$ cat config.mk
export PLATFORM = sky130hd
export DESIGN_NAME = cpu_sequencer
export DESIGN_NICKNAME = d
export VERILOG_FILES = /design/src/rtl/cpu_sequencer.sv
export SDC_FILE = /design/constraint.sdc
export NUM_CORES = 1
export LEC_CHECK = 0
export CORE_MARGIN = 4
export CORE_UTILIZATION = 45
export CTS_BUF_LIST = sky130_fd_sc_hd__clkbuf_8
export DETAILED_ROUTE_END_ITERATION = 8
export PLACE_DENSITY_LB_ADDON = 0.12
export SETUP_SLACK_MARGIN = 0.3
export SLEW_MARGIN = 10
export SYNTH_ARGS = -nofsm -noshare
export SYNTH_HDL_FRONTEND = slang
export SYNTH_SLANG_ARGS = --single-unit
$ cat constraint.sdc
create_clock -name clk -period 3.6 [get_ports clk]
set_input_delay 0.9 -clock clk [delete_from_list [all_inputs] [get_ports clk]]
set_output_delay 0.9 -clock clk [all_outputs]
set_load 0.1 [all_outputs]
$ cat src/rtl/cpu_sequencer.sv
// cpu_sequencer: fetch/decode/execute control sequencer for the Aeolus 4-bit datapath.
// Optional feature macro: SEQ_SINGLE_STEP_EN adds a step input that gates leaving FETCH.
module cpu_sequencer #(
    parameter logic [3:0] PC_RESET = 4'h0
) (
    input  logic       clk,
    input  logic       reset,
`ifdef SEQ_SINGLE_STEP_EN
    input  logic       step,
`endif
    input  logic [7:0] instr,
    input  logic       zero,
    input  logic       carry,
    output logic [3:0] pc,
    output logic [3:0] imm,
    output logic [1:0] alu_op,
    output logic       acc_en,
    output logic       flag_en,
    output logic       out_en,
    output logic       halted
);
    typedef enum logic [1:0] {FETCH, DECODE, EXECUTE, HALT} state_t;

    state_t     state_q, state_d;
    logic [3:0] pc_q, pc_d;
    logic [7:0] ir_q, ir_d;
    logic [3:0] op;
    logic       go;
    logic       exec;
    logic       taken;

    assign op = ir_q[7:4];
`ifdef SEQ_SINGLE_STEP_EN
    assign go = step;
`else
    assign go = 1'b1;
`endif

    // Next state, IR load in FETCH, pc update in EXECUTE (HLT keeps pc)
    always_comb begin
        state_d = state_q;
        pc_d    = pc_q;
        ir_d    = ir_q;
        taken   = op == 4'h4 || (op == 4'h5 && zero) || (op == 4'h6 && carry);
        case (state_q)
            FETCH: begin
                ir_d    = instr;
                state_d = go ? DECODE : FETCH;
            end
            DECODE:  state_d = EXECUTE;
            EXECUTE: begin
                state_d = op == 4'h8 ? HALT : FETCH;
                pc_d    = taken ? ir_q[3:0] : op == 4'h8 ? pc_q : pc_q + 4'd1;
            end
            default: state_d = HALT;
        endcase
    end

    // Sequencer state, program counter and instruction register
    always_ff @(posedge clk or negedge reset) begin
        if (!reset) begin
            state_q <= FETCH;
            pc_q    <= PC_RESET;
            ir_q    <= 8'h00;
        end else begin
            state_q <= state_d;
            pc_q    <= pc_d;
            ir_q    <= ir_d;
        end
    end

    // Datapath controls decoded from state and IR; enables only in EXECUTE
    always_comb begin
        exec    = state_q == EXECUTE;
        pc      = pc_q;
        imm     = ir_q[3:0];
        alu_op  = (state_q == DECODE || exec) ? (op == 4'h2 ? 2'b01 : op == 4'h3 ? 2'b10 : 2'b00) : 2'b00;
        acc_en  = exec && op inside {4'h1, 4'h2, 4'h3};
        flag_en = exec && op inside {4'h1, 4'h2, 4'h3};
        out_en  = exec && op == 4'h7;
        halted  = state_q == HALT;
    end
endmodule
==> After elaboration in Yosys (flattened, before gate mapping) <==
Cells that the tools add are included.
{ "op_classes": {"reduce_logical": 10, "add_sub_neg": 1, "n_eq_ne": 12, "muxes": 7} }
{ "op_table": {"columns": ["op", "n"], "rows": [
  ["$eq A4 B3 Y1 const B", 4],
  ["$eq A4 B2 Y1 const B", 2],
  ["$mux W2", 4],
  ["$mux W4", 2],
  ["$pmux W2 S3", 1],
  ["$add A4 B1 Y4 const B", 1],
  ["$eq A2 B2 Y1 const B", 2],
  ["$eq A4 B1 Y1 const B", 1],
  ["$eq A4 B4 Y1 const B", 1],
  ["$logic_and A1 B1 Y1", 4],
  ["$logic_or A1 B1 Y1", 3],
  ["$reduce_bool A3 Y1", 1],
  ["$eq A2 B1 Y1 const B", 1],
  ["$logic_not A2 Y1", 1],
  ["$ne A2 B2 Y1 const B", 1],
  ["$reduce_and A2 Y1", 1]
]} }
{ "totals": {"regBits": 14, "word_cells": 33, "in_bits": 12} }

==> Logic depth before layout (Yosys ltp) <==
Gate-level depths: netlist (run 1).
{ "depth": {"ltp_word": 6, "depth_mapped": 5, "mapped_depth_nobuf": 5} }

==> Worst setup path before layout (run 1) <==
No wires, ideal clock.
{ "synth_path": {"path_type": "register to output", "from": "register state_q[0]", "to": "output port out_en", "t_arrival_ns": 2.090, "setup_slack_ns": 0.610, "stages_incl_launch_ff": 5, "n_path_buf": 0, "t_required_ns": 2.700, "path_cell_list": "dfrtp_1 inv_1 ha_1 nand3_1 nor2_1"} }
{ "synth_via": {"elab_chain_len": 2} }
{ "synth_lines": {"columns": ["element", "line_no", "rtl"], "rows": [
  ["start, declared", "24", "state_t state_q, state_d;"],
  ["start signal, assigned", "66", "state_q <= state_d;"],
  ["$eq A2 B2 Y1", "74", "exec = state_q == EXECUTE;"],
  ["$logic_and A1 B1 Y1", "80", "out_en = exec && op == 4'h7;"],
  ["end, declared", "19", "output logic out_en,"]
]} }
No other way between the ends.

==> Worst setup path after layout (run 1) <==
Ends and elaborated chain as after synthesis.

==> results of run 1 <==
[synthesized netlist by cell type]
cell	count
a21bo_2	1
ha_1	4
or4b_1	1
mux2i_1	1
a22oi_1	1
mux2_2	8
nor2_1	4
clkbuf_1	1
a211o_2	1
or3_1	1
nor2b_1	2
nand2b_1	1
and2b_2	1
buf_4	6
nand2b_2	1
inv_1	4
nand2b_4	1
dfrtp_1	14
nor4b_2	1
nand2_1	3
or3b_2	1
o211a_1	1
o211ai_1	1
and4_2	1
nand4_1	1
and3_1	1
a211oi_4	1
nand3_1	7
a31oi_1	1
a21oi_1	1
o21ai_0	1
[cell usage in the layout, fill, tap and decap left out, types with 2 or more instances in the layout]
cell type,n
inv_1,4
nand3_1,7
buf_4,14
clkdlybuf4s50_1,11
dfrtp_1,14
nand2_1,3
ha_1,4
mux2_2,8
nor2_1,4
clkbuf_8,4
nor2b_1,2
[path summary, 6_finish.rpt]
kind / endpoint / slack (ns) / cells after the start
setup / recovery: out_en / 1.12 / 5
hold / removal: ir_q[3] / 0.53 / 1
setup reg to reg: pc[3] / 1.95 / 5
hold reg to reg: ir_q[3] / 0.53 / 1
max in group asynchronous: ir_q[0] / 2.14 / 1
min in group asynchronous: ir_q[4] / 1.05 / 1
[sequential cells by signal, indices dropped and copies added (netlist names)]
name,count
ir_q,8
pc,4
state_q,2
[area by class of cell]
cell class,count,area [µm²]
Multi-Input combinational cell,49,405
Inverter,4,15.0
Sequential cell,14,350
Clock buffer,4,55.1
Timing Repair Buffer,25,215
Fill cell,162,654
Tap cell,25,31.3
[kinds of logic after synthesis]
kind of cell	count (synthesis)	synth area share (%)
flip-flops	14	42.7
adder cells (fa/ha/maj)	4	6.11
AND/OR/NAND/NOR	27	21.2
buffers and inverters	11	7.78
multiplexers	9	12.2
AO/OA/AOI/OAI	9	9.92
[layer usage]
metal  vias to the layer above  wire length, µm  part of all wire [%]  global-route usage (%)
li1                        299                -                     -                       -
met3                         2              117                   7.9                    6.82
met5                         -                0                     0                       0
met2                        16              712                    48                    22.4
met1                       286              644                    43                    14.6
met4                         0               12                  0.81                    4.04
[through the flow]
stage,util [%],hold slack (ns),area [µm²],worst slack (ns),std cells
CTS,62.1,0.539,1070,1.12,121
floorplan,-,0.503,820,0.610,74
global route,62.1,0.569,1070,1.00,121
global placement,58.9,0.526,1020,1.26,117
detailed placement,58.9,0.525,1020,1.25,117
finish,62.1,0.533,1070,1.12,121
==> reports/qor.csv, run 1 <==
stage;metric;value;unit
outcome;status;finished, final reports clean;
worst_hold_path;hp-class;reg -> reg;
cts;cts.clk_slew.worst_paths;0.06;ns
floorplanning;fp.dieArea;2570;µm²
critical_path;required;2.70;ns
timing;fin_setup_tns;0;ns
detailed_routing;wl;1490;µm
global_route;antenna_found_initial;0;
synth;synth_seq_cells;14;
critical_path;slowest_stage;dfrtp_1;
critical_path;cp_cell_sequence;inv_1, ha_1, nand3_1, nor2_1, buf_4;
critical_path;startpoint;state_q[0];
detailed_routing;wire_per_inst;12.3;µm
cts;cts_tree;yes;
floorplanning;die_w;50.7;µm
critical_path;endpoint_kind;primary output;
cts;cts_setup_buffers;0;
timing;hold_viol;0;
cts;cts_buffers;3;
global_route;grt_first_pass_wirelength;2570;µm
job;maxCapViolations;0;
timing;tightest_slew;0.632;ns
timing;fin_crit;2.48;ns
synth;synth_top_area_cell;dfrtp_1;
synth;yosys_warnings;0;
worst_hold_path;hold_path_startpoint;ir_q[3];
synth;synth_cell_type_count;31;
timing;drv_slew;0;
cts;hold_buffers;0;
finish;syn_to_final_growth;30.8;%
synth;ys_seq_area_share;42.7;%
cts;cts_buffer_depth;2;
cts;cts_sinks;14;
detailed_routing;dr_total_vias;603;
detailed_routing;drc;0;
critical_path;cp_top_family;buffers and inverters;
finish;layout.nets;113;
floorplanning;coreArea;1730;µm²
timing;fin_skew;0.00495;ns
place;port_buffers;25;
global_route;grt_pass1_vias;626;
finish;diodes;0;
synth;synth_area_leaders;dfrtp_1 43%, mux2_2 11%, ha_1 6.1%;
finish;drive_above_1_share;36.5;%
floorplanning;row_count;15;
timing;slew_headroom;57.8;%
global_route;grt_max_degree;15;
critical_path;r2r_start;state_q[0];
critical_path;crit_buf_inv;2;
synth;postSynthCellCount;74;
floorplanning;initial_core_util;47.5;%
critical_path;cp.arrival;1.58;ns
timing;rsz0062_at_grt;no;
critical_path;worstSetupStartpointType;flip-flop;
cts;ctsResizeCount;0;
cts;root_buffer;clkbuf_8;
place;globalplace.congestion;0.691;
cts;clk_latency;0.24;ns
synth;yosysTopAreaCellShare;42.7;%
critical_path;path_max_fanout;6;
critical_path;worstSetupPathType;reg -> out;
synth;synth.avg_cell_area;11.1;µm²
place;dp_hpwl;1160;µm
timing;fin_crit_sh;68.9;%
floorplanning;ios;26;
global_route;grtUsageTotal;13.3;%
cts;htreeDepth;1;
synth;netlist_area;820;µm²
detailed_routing;initialDrtViolationCount;11;
detailed_routing;detail-route-antenna-nets;0;
timing;finalSetupViolations;0;
detailed_routing;post_drt_via_cell_ratio;4.98;
global_route;overflow;0;
floorplanning;die_h;50.7;µm
timing;max_freq;403;MHz
critical_path;slowest_delay;0.38;ns
detailed_routing;drtPass1Iterations;4;
synth;syn_nets;90;
Power of run 1 is left out: the tool's default activity adds up to more than one toggle a clock period on the data nets, which glitch-free logic cannot reach.
==> run 2, diff against run 1 <==
--- a/config.mk
+++ b/config.mk
@@ -6,7 +6,7 @@
 export NUM_CORES = 1
 export LEC_CHECK = 0
 export CORE_MARGIN = 4
-export CORE_UTILIZATION = 45
+export CORE_UTILIZATION = 42
 export CTS_BUF_LIST = sky130_fd_sc_hd__clkbuf_8
 export DETAILED_ROUTE_END_ITERATION = 8
 export PLACE_DENSITY_LB_ADDON = 0.12
==> constraint.sdc (replaced) <==
create_clock -name clk -period 2.1 [get_ports clk]
set_input_delay 0.525 -clock clk [delete_from_list [all_inputs] [get_ports clk]]
set_output_delay 0.525 -clock clk [all_outputs]
set_load 0.1 [all_outputs]
==> reports/qor.csv, run 2 (synthesis results as in run 1) <==
stage;metric;value;unit
detailed_routing;dr_total_vias;666;
place;dp_hpwl;1260;µm
critical_path;cp_cell_sequence;buf_6, ha_4, buf_6, o211a_4, buf_12;
timing;hold_viol;0;
detailed_routing;drtPass1Iterations;4;
critical_path;path_max_fanout;3;
detailed_routing;wl;1810;µm
critical_path;endpoint_kind;primary output;
critical_path;required;1.57;ns
critical_path;worstSetupPathType;reg -> out;
critical_path;cp.arrival;1.38;ns
floorplanning;ios;26;
cts;htreeDepth;1;
detailed_routing;detail-route-antenna-nets;0;
finish;final_cell_mix;14 x dfrtp_1, 14 x buf_4, 11 x clkdlybuf4s50_1, 8 x mux2_2, 7 x buf_12;
timing;drv_slew;0;
detailed_routing;wire_per_inst;14.1;µm
finish;multi_input_area;474;µm²
detailed_routing;post_drt_via_cell_ratio;5.16;
timing;fin_crit;1.91;ns
timing;fin_setup_tns;0;ns
finish;syn_to_final_growth;57.4;%
place;globalplace.congestion;0.737;
finish;n_fill_cell;126;
critical_path;cp_top_family;buffers and inverters;
critical_path;rrSetupSlack;0.39;ns
finish;seqCellArea;350;µm²
critical_path;r2r_end;pc[3];
critical_path;slowest_stage;dfrtp_1;
job;maxCapViolations;0;
critical_path;slowest_delay;0.41;ns
timing;fin_skew;0.00481;ns
critical_path;path_depth;5;
timing;max_freq;524;MHz
detailed_routing;initialDrtViolationCount;8;
critical_path;startpoint;state_q[1];
global_route;grt_pass1_vias;704;
floorplanning;fp.dieArea;2720;µm²
floorplanning;coreArea;1780;µm²
floorplanning;initial_core_util;46.0;%
timing;slew_headroom;56.7;%
global_route;grt_first_pass_wirelength;3070;µm
cts;cts_buffer_depth;2;
timing;fin_crit_sh;90.9;%
timing;finalSetupViolations;0;
timing;rsz0062_at_grt;yes;
finish;layout.nets;122;
finish;diodes;0;
detailed_routing;drc;0;
critical_path;crit_buf_inv;3;
floorplanning;row_count;15;
floorplanning;die_w;52.2;µm
cts;root_buffer;clkbuf_8;
critical_path;path_common_cell;buf_6;
cts;cts.clk_slew.worst_paths;0.06;ns
worst_hold_path;hp-class;reg -> reg;
outcome;status;finished, final reports clean;
critical_path;worstSetupStartpointType;flip-flop;
global_route;antenna_found_initial;0;
cts;cts_sinks;14;
cts;cts_buffers;3;
floorplanning;die_h;52.2;µm
critical_path;r2r_start;state_q[0];
cts;hold_buffers;0;
cts;cts_tree;yes;
timing;tightest_slew;0.647;ns
global_route;grtUsageTotal;15.3;%
global_route;overflow;0;
place;port_buffers;25;
critical_path;reg2reg_depth;7;
cts;clk_latency;0.24;ns
global_route;grt_max_degree;15;
finish;drive_above_1_share;51.0;%
finish;top_register;ir_q;
critical_path;cp-endpoint;acc_en;
finish;largest_reg_flops;8;
run 2: cell types whose count changed in the layout (fill, tap and decap cells not counted), sizes merged:
cell,delta
buf,+9
clkbuf,-1
run 2: worst min path at each step:
stage | startpoint | endpoint | cells after the start
final | ir_q[3] | ir_q[3] | 1
after global routing | ir_q[3] | ir_q[3] | 1
after CTS | ir_q[3] | ir_q[3] | 1
after detailed placement | ir_q[3] | ir_q[3] | 1
after global placement | ir_q[1] | ir_q[1] | 1
after floorplan | reset | ir_q[0] | 0
run 2: layer usage:
metal / share of wire [%] / GRT usage [%] / vias up
li1: - / - / 321
met1: 45 / 17.5 / 325
met2: 48 / 27.6 / 18
met3: 5.5 / 4.27 / 2
met4: 0.72 / 4.26 / 0
met5: 0 / 0 / -
run 2: through the flow:
| stage | cell area (µm²) | cells | utilization (%) | hold slack, ns | setup slack, ns |
|---|---|---|---|---|---|
| global placement | 1140 | 117 | 63.9 | 0.524 | 0.137 |
| floorplan | 867 | 74 | - | 0.229 | 0.270 |
| detailed placement | 1140 | 117 | 63.9 | 0.531 | 0.0890 |
| CTS | 1250 | 126 | 70.0 | 0.545 | 0.233 |
| finish | 1290 | 129 | 72.4 | 0.542 | 0.192 |
| global route | 1290 | 129 | 72.4 | 0.573 | 0.124 |
run 2: layout make-up:
cell class	instances	share of cell area [%]
flip-flops and latches	14	27.2
well taps	25	2.42
inverters	4	1.16
multi-input cells	49	36.8
repair buffers	34	29.3
clock buffers	3	3.20
run 2: repair_timing:
| item | 4_1_cts | 5_1_grt |
|---|---|---|
| endpoints found under the setup margin | 5 | 6 |
| resized for setup | 4 | 5 |
| pin swaps | 2 | 4 |
| setup buffers | 6 | 3 |
Power of run 2 is left out for the same reason.
